$ cat config.mk
export PLATFORM = sky130hd
export DESIGN_NAME = gl_fetch_stream
export DESIGN_NICKNAME = d
export VERILOG_FILES = /design/src/rtl/gl_fetch_stream.sv
export SDC_FILE = /design/constraint.sdc
export NUM_CORES = 1
export LEC_CHECK = 0
export BUFFER_PORTS_ARGS = -buffer_cell sky130_fd_sc_hd__buf_2
export CAP_MARGIN = 10
export CORE_UTILIZATION = 50
export DETAILED_ROUTE_END_ITERATION = 8
export GPL_TIMING_DRIVEN = 0
export PLACE_DENSITY = 0.71
export SKIP_CTS_REPAIR_TIMING = 1
export SYNTH_ARGS = -nofsm -noshare
export SYNTH_HDL_FRONTEND = slang
export SYNTH_SLANG_ARGS = --single-unit
$ cat constraint.sdc
create_clock -name clk -period 16.05 [get_ports clk]
set_clock_uncertainty 0.05 [all_clocks]
set_input_delay 0 -clock clk [delete_from_list [all_inputs] [get_ports clk]]
set_output_delay 0 -clock clk [all_outputs]
set_load 0.01 [all_outputs]
$ cat src/rtl/gl_fetch_stream.sv
// GL command fetch unit: credit-limited BRAM reader, packet-boundary parser and
// prefetch FIFO that streams header and operand words to decode.
module gl_fetch_stream #(
  parameter int          WIDTH      = 32,
  parameter int          ADDR_W     = 32,
  parameter int          TEXT_START = 0,
  parameter int          RD_LAT     = 1,
  parameter int          FIFO_DEPTH = 4,
  parameter logic [31:0] MULT_HDR   = 32'h8000_1011
) (
  input  logic              clk,
  input  logic              reset,
  output logic              mem_rd_en,
  output logic [ADDR_W-1:0] mem_addr,
  input  logic [WIDTH-1:0]  mem_data,
  input  logic              flush,
  input  logic [ADDR_W-1:0] flush_addr,
  output logic [WIDTH-1:0]  out_data,
  output logic              out_sop,
  output logic              out_eop,
  output logic [ADDR_W-1:0] out_hdr_addr,
  output logic              out_valid,
  input  logic              out_ready,
  output logic              busy,
  output logic              dbg_parse_body
);

  // Handshake: a word transfers on every cycle where out_valid && out_ready;
  // while out_valid && !out_ready the out_* fields hold the same FIFO head.

  localparam int CW = $clog2(FIFO_DEPTH + 1);
  localparam int PW = $clog2(FIFO_DEPTH);
  localparam logic [ADDR_W-1:0] START_ADDR = ADDR_W'(TEXT_START);
  localparam logic [WIDTH-1:0]  MULT_WORD  = WIDTH'(MULT_HDR);

  typedef enum logic {S_HDR = 1'b0, S_BODY = 1'b1} parse_t;

  typedef struct packed {
    logic [WIDTH-1:0]  data;
    logic              sop;
    logic              eop;
    logic [ADDR_W-1:0] hdr;
  } entry_t;

  function automatic logic [4:0] pkt_len(input logic [7:0] op);
    case (op)
      8'h03, 8'h04:                               pkt_len = 5'd4;
      8'h11, 8'h13, 8'h16, 8'h17, 8'h18, 8'h1A, 8'h1B: pkt_len = 5'd17;
      8'h19:                                      pkt_len = 5'd5;
      default:                                    pkt_len = 5'd1;
    endcase
  endfunction

  function automatic logic is_xform(input logic [7:0] op);
    case (op)
      8'h16, 8'h17, 8'h18, 8'h1A, 8'h1B: is_xform = 1'b1;
      default:                           is_xform = 1'b0;
    endcase
  endfunction

  logic [ADDR_W-1:0] addr_q, addr_d;
  logic [ADDR_W-1:0] ret_addr_q, ret_addr_d;
  logic [CW-1:0]     inflight_q, inflight_d;
  logic [CW-1:0]     drop_q, drop_d;
  logic [RD_LAT-1:0] vld_q, vld_d;
  parse_t            state_q, state_d;
  logic [4:0]        remaining_q, remaining_d;
  logic [ADDR_W-1:0] hdr_addr_q, hdr_addr_d;
  logic [PW-1:0]     wr_ptr_q, wr_ptr_d;
  logic [PW-1:0]     rd_ptr_q, rd_ptr_d;
  logic [CW-1:0]     count_q, count_d;
  entry_t            fifo_mem_q [FIFO_DEPTH];

  logic   ret_valid;
  logic   accept;
  logic   push;
  logic   pop;
  logic   [CW:0] occ;
  entry_t push_entry;
  entry_t head;
  logic   [4:0] len;

  assign ret_valid = vld_q[RD_LAT-1];
  assign out_valid = (count_q != '0);
  assign pop       = out_valid && out_ready;
  assign mem_addr  = addr_q;

  // A pop this cycle already counts as free space, so a full FIFO being
  // drained keeps the read stream going without a bubble.
  always_comb begin
    occ       = {1'b0, inflight_q} + {1'b0, count_q} - (CW+1)'(pop);
    mem_rd_en = reset && !flush && (occ < (CW+1)'(FIFO_DEPTH));
  end

  always_comb begin
    addr_d     = flush ? flush_addr : addr_q + ADDR_W'(mem_rd_en);
    vld_d      = RD_LAT'({vld_q, mem_rd_en});
    inflight_d = inflight_q + CW'(mem_rd_en) - CW'(ret_valid);
    drop_d     = drop_q;
    if (flush) begin
      drop_d = inflight_q - CW'(ret_valid);
    end else if (ret_valid && (drop_q != '0)) begin
      drop_d = drop_q - CW'(1);
    end
  end

  // Parser: only words that survive the drop window are decoded.
  always_comb begin
    accept      = reset && ret_valid && (drop_q == '0) && !flush;
    push        = accept;
    push_entry  = '0;
    state_d     = state_q;
    remaining_d = remaining_q;
    hdr_addr_d  = hdr_addr_q;
    ret_addr_d  = ret_addr_q;
    len         = pkt_len(mem_data[7:0]);
    if (accept) begin
      ret_addr_d = ret_addr_q + ADDR_W'(1);
      case (state_q)
        S_HDR: begin
          push_entry.data = is_xform(mem_data[7:0]) ? MULT_WORD : mem_data;
          push_entry.sop  = 1'b1;
          push_entry.eop  = (len == 5'd1);
          push_entry.hdr  = ret_addr_q;
          hdr_addr_d      = ret_addr_q;
          remaining_d     = len - 5'd1;
          if (len != 5'd1) state_d = S_BODY;
        end
        S_BODY: begin
          push_entry.data = mem_data;
          push_entry.sop  = 1'b0;
          push_entry.eop  = (remaining_q == 5'd1);
          push_entry.hdr  = hdr_addr_q;
          remaining_d     = remaining_q - 5'd1;
          if (remaining_q == 5'd1) state_d = S_HDR;
        end
        default: state_d = S_HDR;
      endcase
    end
    if (flush) begin
      state_d    = S_HDR;
      ret_addr_d = flush_addr;
    end
  end

  always_comb begin
    if (flush) begin
      wr_ptr_d = '0;
      rd_ptr_d = '0;
      count_d  = '0;
    end else begin
      wr_ptr_d = wr_ptr_q + PW'(push);
      rd_ptr_d = rd_ptr_q + PW'(pop);
      count_d  = count_q + CW'(push) - CW'(pop);
    end
  end

  always_comb begin
    head         = fifo_mem_q[rd_ptr_q];
    out_data     = '0;
    out_sop      = 1'b0;
    out_eop      = 1'b0;
    out_hdr_addr = '0;
    if (out_valid) begin
      out_data     = head.data;
      out_sop      = head.sop;
      out_eop      = head.eop;
      out_hdr_addr = head.hdr;
    end
    busy           = (inflight_q != '0) || out_valid;
    dbg_parse_body = (state_q == S_BODY);
  end

  always_ff @(posedge clk) begin
    if (!reset) begin
      addr_q      <= START_ADDR;
      ret_addr_q  <= START_ADDR;
      inflight_q  <= '0;
      drop_q      <= '0;
      vld_q       <= '0;
      state_q     <= S_HDR;
      remaining_q <= '0;
      hdr_addr_q  <= '0;
      wr_ptr_q    <= '0;
      rd_ptr_q    <= '0;
      count_q     <= '0;
    end else begin
      addr_q      <= addr_d;
      ret_addr_q  <= ret_addr_d;
      inflight_q  <= inflight_d;
      drop_q      <= drop_d;
      vld_q       <= vld_d;
      state_q     <= state_d;
      remaining_q <= remaining_d;
      hdr_addr_q  <= hdr_addr_d;
      wr_ptr_q    <= wr_ptr_d;
      rd_ptr_q    <= rd_ptr_d;
      count_q     <= count_d;
    end
  end

  always_ff @(posedge clk) begin
    if (push) fifo_mem_q[wr_ptr_q] <= push_entry;
  end

endmodule

==> metrics.md, run 1 <==
| Metric | Value |
|---|---|
| CTS clock-pin slew for the worst setup and hold paths | 0.06 ns |
| Startpoint types | register |
| Synth top cells by count | edfxtp_1, dfxtp_1, and2_1, nand2_1, a21oi_1 |
| Clock network power share | 0.399 |
| Yosys Warn Count | 0 |
| Fmax achieved | 0.215 GHz |
| Num CTS Buffers | 40 |
| Total Routing Usage GR | 0.214 |
| XOR/XNOR Fraction of Synth Area | 0.0384 |
| Failing checks | hold timing |
| Lkg Pwr | 7.42 nW |
| Worst vdd rail ir drop | 0.0853 mV |
| GRT met2 Usage | 0.345 |
| Internal Power | 0.00165 W |
| Largest net degree at the start of global routing | 37 |
| Drt first-iter violations | 915 |
| Async SR Flop Fraction | 0 |
| Max-Cap Viols | 0 |
| Post-synthesis compound-gate area fraction | 0.0562 |
| Slew margin rel. | 0.510 |
| Crit path required time | 16.45 ns |
| Die height | 183 um |
| Final Hold Vio Count | 4 |
| Syn Inst Count | 1,203 |
| Adder-cell area share of the yosys netlist | 0.0169 |
| Post-route setup TNS | 0 ns |
| RSZ-0062 raised after global routing | false |
| Routed WL | 36,000 um |
| Initial antenna violation count | 0 |
| Post-route ant nets | 0 |
| Cell Area, Synth | 16,400 um2 |
| Sequential power share | 0.512 |
| Root Driver | clkbuf_16 |
| Nets@finish | 1,579 |
| Avg Cell Area, Syn | 13.7 um2 |
| IO Port Bufs | 166 |
| Core footprint | 32,000 um2 |
| Post-layout minimum cycle time | 4.64 ns |
| Slew @ Worst Pin | 0.736 ns |
| WS Path Type | register to register |
| Top Usage Layer GRT | met2 |
| Synth area leaders | edfxtp_1, dfxtp_1, mux4_2 |
| #FFs+latches synth | 380 |
| Vias in the first global route | 10,400 |
| Inserted Diodes | 0 |
| Vias per std cell | 5.36 |
| Crit path DAT | 5.04 ns |
| Post-synthesis mux area share | 0.112 |
| Combinational share of power | 0.089 |
| CTS tree | built |
| H-tree Lvls | 2 |
| Hpwl dp | 24,300 um |
| IO Count | 170 |
| Slew Limit Fails | 0 |
| Sw Share | 0.230 |
| Distinct cells, synth | 60 |
| Setup violators final | 0 |
| Mapped Nets | 1,292 |
| Post-synth top area share | 0.483 |
| Met3 Track Usage GR | 0.0296 |
| DIE AREA | 33,600 um2 |
| Post-synth top area cell | edfxtp_1 |
| Status | complete, but fails checks |
| Layout area overhead | 21.2% |
| Simple-gate share of the synthesized area | 0.128 |
| Tot Pwr | 0.00214 W |
| WHS | -0.00588 ns |
| GR Layer Usage met1 | 0.311 |
| Most numerous cell in the Yosys netlist | edfxtp_1 |
| Share of cells above drive strength 1 | 0.228 |
| TritonRoute pass-1 iters | 5 |
| Wire per inst | 18.4 um |
| Seq/Total Area, Yosys | 0.624 |
| DR DRC count | 0 |
| Top_reg_cell synth | edfxtp_1 |
| Detailed-route via count | 10,500 |
| First-pass GRT wire length | 56,000 um |
| Starting Density | 0.514 |
| EDFF count, synth | 264 |
| Hold Path Class | input port to register |
| Overflow after GRT | 0 |
| Cell Pwr Density | 107 nW/um2 |
| Chip width | 183 um |
| Switching pwr | 0.000492 W |
| Num rows | 65 |
| Largest family of logic cells by synthesized area | simple AND/OR/NAND/NOR gates |
| Worst setup EP type | register |
| RD Place Congestion | 0.906 |
| Clk sinks | 380 |
| Period utilisation layout | 0.289 |
| Worst skew pair latency | 0.52 ns |
| Worst Path Max Fanout | 8 |
| Clock Tree Buf Depth | 3 |
-- worst max-delay path, cell delays in order, from the launching register on --
cell,delay [ns]
dfxtp_1,0.39
or3_1,0.13
clkbuf_1,0.55
nand2_1,0.36
or2_2,0.36
ha_1,0.27
a31oi_1,0.25
mux2i_1,0.41
ha_1,0.27
ha_1,0.20
nand3_1,0.26
nor4_4,0.56
nand4_1,0.18
xor2_1,0.17
a21oi_1,0.15
-- cell usage in the layout, fill, tap and decap left out, types with 23 or more instances in the layout --
| cell type | Yosys | layout |
|---|---|---|
| xor2_1 | 47 | 47 |
| edfxtp_1 | 264 | 264 |
| and2_1 | 99 | 99 |
| nand3_1 | 30 | 30 |
| inv_1 | 23 | 23 |
| clkbuf_16 | 0 | 40 |
| nand2_1 | 98 | 98 |
| buf_2 | 16 | 182 |
| dfxtp_1 | 116 | 116 |
| clkbuf_1 | 39 | 50 |
| mux4_2 | 66 | 66 |
| xnor2_1 | 25 | 25 |
| mux2i_1 | 36 | 36 |
| o21ai_0 | 38 | 38 |
| a21oi_1 | 71 | 71 |
| a21boi_1 | 28 | 28 |
| dlygate4sd3_1 | 0 | 67 |
| nor2_1 | 65 | 63 |
-- sequential cells by signal (all words and copies together) (netlist names) --
name and flops:
ret_addr_q 32, dbg_parse_body 1, remaining_q 5, rd_ptr_q 2
fifo_mem_q 264, mem_addr 32, wr_ptr_q 2, drop_q 3
ret_valid 1, hdr_addr_q 32, count_q 3, inflight_q 3
-- metal layers --
metal / up-vias / part of all wire
li1: 5012 / -
met1: 5113 / 0.46
met2: 316 / 0.47
met3: 38 / 0.054
met4: 0 / 0.013
met5: - / 0
-- path summary, 6_finish.rpt --
| kind | start | endpoint | slack (ns) | depth (start not counted) |
|---|---|---|---|---|
| min reg2reg | hdr_addr_q[18]$_SDFFE_PN0P_ | hdr_addr_q[18]$_SDFFE_PN0P_ | 0.40 | 2 |
| max | count_q[0]$_SDFF_PP0_ | mem_addr[18]$_SDFF_PN0_ | 11.41 | 14 |
| min | mem_data[0] | fifo_mem_q[2][34]$_DFFE_PP_ | -0.006 | 3 |
| max reg2reg | count_q[0]$_SDFF_PP0_ | mem_addr[18]$_SDFF_PN0_ | 11.41 | 14 |
-- power by group through the flow --
stage / Combinational [W] / Sequential, W / Clock [W]
2_1_floorplan: 0.000117 / 0.00111 / 0
3_3_place_gp: 0.000172 / 0.00112 / 0
3_5_place_dp: 0.000178 / 0.00111 / 0
4_1_cts: 0.000179 / 0.00109 / 0.000867
5_1_grt: 0.000215 / 0.00110 / 0.000906
6_report: 0.000191 / 0.00109 / 0.000853
-- final cells by class --
type	instances	area, um2
repair buffers	245	1690
fillers	2429	12100
clock buffers	54	1080
flip-flops and latches	380	10200
plain buffers	68	299
inverters	25	95.1
clock inverters	18	130
multi-input cells	730	5800
well taps	435	544
-- through the flow --
step	worst slack, ns	instance area, um2	instances	util
floorplan	9.69	16400	1203	-
global placement	5.94	17800	1804	0.557
detailed placement	11.41	18000	1816	0.564
CTS	11.40	19200	1888	0.602
global route	11.13	19900	1955	0.623
finish	11.41	19900	1955	0.623
-- logic make-up (layout without fill, tap and decap cells) --
logic type,count (synthesis),in the layout
multiplexers,102,102
AND/OR/NAND/NOR,378,378
flip-flops,380,380
AO/OA/AOI/OAI,157,157
XOR/XNOR,72,72
buffers and inverters,93,410
adder cells (fa/ha/maj),21,21
Power figures use the tool's default switching activity.
==> run 2: changes to the inputs <==
--- a/config.mk
+++ b/config.mk
@@ -10,7 +10,7 @@
 export CORE_UTILIZATION = 50
 export DETAILED_ROUTE_END_ITERATION = 8
 export GPL_TIMING_DRIVEN = 0
-export PLACE_DENSITY = 0.71
+export PLACE_DENSITY = 0.74
 export SKIP_CTS_REPAIR_TIMING = 1
 export SYNTH_ARGS = -nofsm -noshare
 export SYNTH_HDL_FRONTEND = slang
==> constraint.sdc (replaced) <==
create_clock -name clk -period 3.9 [get_ports clk]
set_clock_uncertainty 0.05 [all_clocks]
set_input_delay 0 -clock clk [delete_from_list [all_inputs] [get_ports clk]]
set_output_delay 0 -clock clk [all_outputs]
set_load 0.01 [all_outputs]
==> run 2 against run 1 <==
Compared with the run above:
- the run now ends clean
- register-to-register slack got worse by 11 ns
- sequential power rose to 4.1 times the previous value
- clock power rose to 4.3 times the previous value
- power grew to 4.2 times the previous value
- flip-flop and latch count is the same
- worst setup slack lost 11 ns
- non-clock buffer count grew 3
- largest power group unchanged
==> metrics.md, run 2 (synthesized netlist as in run 1, its figures left out) <==
| Metric | Value |
|---|---|
| Period utilisation layout | 0.946 (+0.657) |
| WHS | 0.284 ns (+0.290 ns) |
| Slew Limit Fails | 0 (unchanged) |
| Wire per inst | 18.9 um (+2.6%) |
| Root Driver | clkbuf_16 |
| Detailed-route via count | 10,700 (+2.5%) |
| Worst Path Max Fanout | 7 (-1) |
| Vias per std cell | 5.49 (+2.5%) |
| Overflow after GRT | 0 (unchanged) |
| WS Path Type | register to register |
| Hold depth | 4 (+1) |
| Nets@finish | 1,581 (+0.13%) |
| RD Place Congestion | 0.900 (-0.76%) |
| DR DRC count | 0 (unchanged) |
| Post-route ant nets | 0 (unchanged) |
| Worst vdd rail ir drop | 0.271 mV (+220%) |
| Cell count of the worst reg-to-reg path | 14 (unchanged) |
| Filler Cell Count | 2,422 (-0.29%) |
| RSZ-0062 raised after global routing | false |
| Worst r2r dst | mem_addr[21]$_SDFF_PN0_ |
| H-tree Lvls | 2 (unchanged) |
| TritonRoute pass-1 iters | 5 (unchanged) |
| Total Routing Usage GR | 0.217 (+0.00292) |
| Layout area overhead | 22.3% |
| Status | finished, final reports clean |
| Num rows | 65 (unchanged) |
| Hpwl dp | 24,600 um (+1.3%) |
| Num CTS Buffers | 39 (-2.5%) |
| R2r startpoint | count_q[1]$_SDFF_PP0_ |
| IO Count | 170 (unchanged) |
| Slew @ Worst Pin | 0.973 ns (+0.237 ns) |
| Die height | 183 um (unchanged) |
| Slew margin rel. | 0.350 (-0.160) |
| Utilization after layout | 0.628 (+0.00587) |
| Most common cell after layout, fill and taps aside | edfxtp_1 |
| Drt first-iter violations | 723 (-21%) |
| CTS tree | built |
| Worst setup EP type | register |
| Clk sinks | 380 (unchanged) |
| Crit path DAT | 4.02 ns (-1.02 ns) |
| Max reg flops | 264 (unchanged) |
| Leading cell types in the layout, fill and taps excluded | edfxtp_1, buf_2, dfxtp_1 |
| Clock Tree Buf Depth | 3 (unchanged) |
| Routed WL | 36,900 um (+2.7%) |
| Largest Register | fifo_mem_q |
| First-pass GRT wire length | 56,400 um (+0.79%) |
| Core footprint | 32,000 um2 (unchanged) |
| Setup violators final | 0 (unchanged) |
| Chip width | 183 um (unchanged) |
| Starting Density | 0.514 (unchanged) |
| Cell Pwr Density | 449 nW/um2 (+320%) |
| Max-Cap Viols | 0 (unchanged) |
| Post-layout minimum cycle time | 3.69 ns (-0.953 ns) |
| Final Hold Vio Count | 0 (-4) |
| DIE AREA | 33,600 um2 (unchanged) |
| R2r setup slk | 0.21 ns (-11.20 ns) |
| Crit path required time | 4.23 ns (-12.22 ns) |
| Fin area | 20,100 um2 (+0.94%) |
| CTS clock-pin slew for the worst setup and hold paths | 0.06 ns (about the same) |
| Worst skew pair latency | 0.52 ns (about the same) |
| Initial antenna violation count | 0 (unchanged) |
| Lkg Pwr | 7.50 nW (+1.0%) |
| Vias in the first global route | 10,200 (-1.7%) |
| Share of cells above drive strength 1 | 0.235 (+0.00774) |
| Worst hold endpoint | mem_addr[1]$_SDFF_PN0_ |
| Hold Path Class | input port to register |
| Min-delay src | flush_addr[1] |
| Inserted Diodes | 0 (unchanged) |
| Startpoint types | register |
| Fmax achieved | 0.271 GHz (+26%) |
| IO Port Bufs | 166 (unchanged) |
| Cell Area, Placed | 18,100 um2 (+0.23%) |
| Largest net degree at the start of global routing | 48 (+30%) |
-- run 2: changes by cell type in the layout (fill, tap and decap cells not counted), sizes merged --
| cell | before | now |
|---|---|---|
| clkbuf | 97 | 96 |
| clkinv | 14 | 13 |
| bufinv | 1 | 2 |
| inv | 26 | 25 |
| clkinvlp | 2 | 1 |
| dlygate4sd3 | 67 | 68 |
| buf | 203 | 206 |
-- run 2: worst max-delay path by stage --
stage | from | end | slack [ns] | cells after the start
floorplan | drop_q[0]$_SDFFE_PN0P_ | fifo_mem_q[2][0]$_DFFE_PP_ | 0.27 | 9
global placement | drop_q[0]$_SDFFE_PN0P_ | fifo_mem_q[2][14]$_DFFE_PP_ | -1.32 | 9
detailed placement | count_q[0]$_SDFF_PP0_ | mem_addr[18]$_SDFF_PN0_ | -0.78 | 14
CTS | count_q[0]$_SDFF_PP0_ | mem_addr[26]$_SDFF_PN0_ | -0.80 | 14
global route | count_q[1]$_SDFF_PP0_ | mem_addr[21]$_SDFF_PN0_ | 0.04 | 14
finish | count_q[1]$_SDFF_PP0_ | mem_addr[21]$_SDFF_PN0_ | 0.21 | 14
-- run 2: worst max-delay path, stage by stage (launching register included) --
cell,delay [ns]
dfxtp_1,0.39
or3_4,0.27
nand2_2,0.17
or2_2,0.31
ha_1,0.29
a31oi_2,0.22
mux2i_2,0.35
ha_1,0.27
nand4_1,0.12
buf_4,0.19
nor4_4,0.30
buf_4,0.20
nand4_1,0.12
xor2_1,0.20
a21oi_1,0.11
-- run 2: cell type report --
| type | instances | area, um2 | share of cell area |
|---|---|---|---|
| Buffer | 67 | 295 | 0.0147 |
| Timing Repair Buffer | 249 | 1780 | 0.0887 |
| Inverter | 25 | 95.1 | 0.00473 |
| Multi-Input combinational cell | 730 | 5830 | 0.290 |
| Clock buffer | 54 | 1140 | 0.0566 |
| Tap cell | 435 | 544 | 0.0271 |
| Sequential cell | 380 | 10200 | 0.510 |
| Clock inverter | 16 | 149 | 0.00741 |
-- run 2: where the power goes --
group | internal, W | switching [W] | leakage, nW
Sequential | 0.00439 | 0.000113 | 3.66
Clock | 0.00218 | 0.00151 | 0.626
Combinational | 0.000383 | 0.000435 | 3.21
-- run 2: metal layers --
metal / GRT usage / wire length, um / up-vias
met5: 0 / 0 / -
met4: 0.0490 / 675 / 0
met3: 0.0312 / 2160 / 58
met2: 0.355 / 17600 / 355
met1: 0.310 / 16500 / 5312
li1: - / - / 5021
-- run 2: per-stage QoR --
| stage | instances | total power (W) | TNS, ns | setup slack [ns] |
|---|---|---|---|---|
| floorplan | 1203 | 0.00505 | 0 | 0.269 |
| global placement | 1804 | 0.00529 | -306.57 | -1.32 |
| detailed placement | 1813 | 0.00532 | -14.89 | -0.775 |
| CTS | 1883 | 0.00900 | -15.88 | -0.802 |
| global route | 1956 | 0.00935 | 0 | 0.0382 |
| finish | 1956 | 0.00902 | 0 | 0.211 |
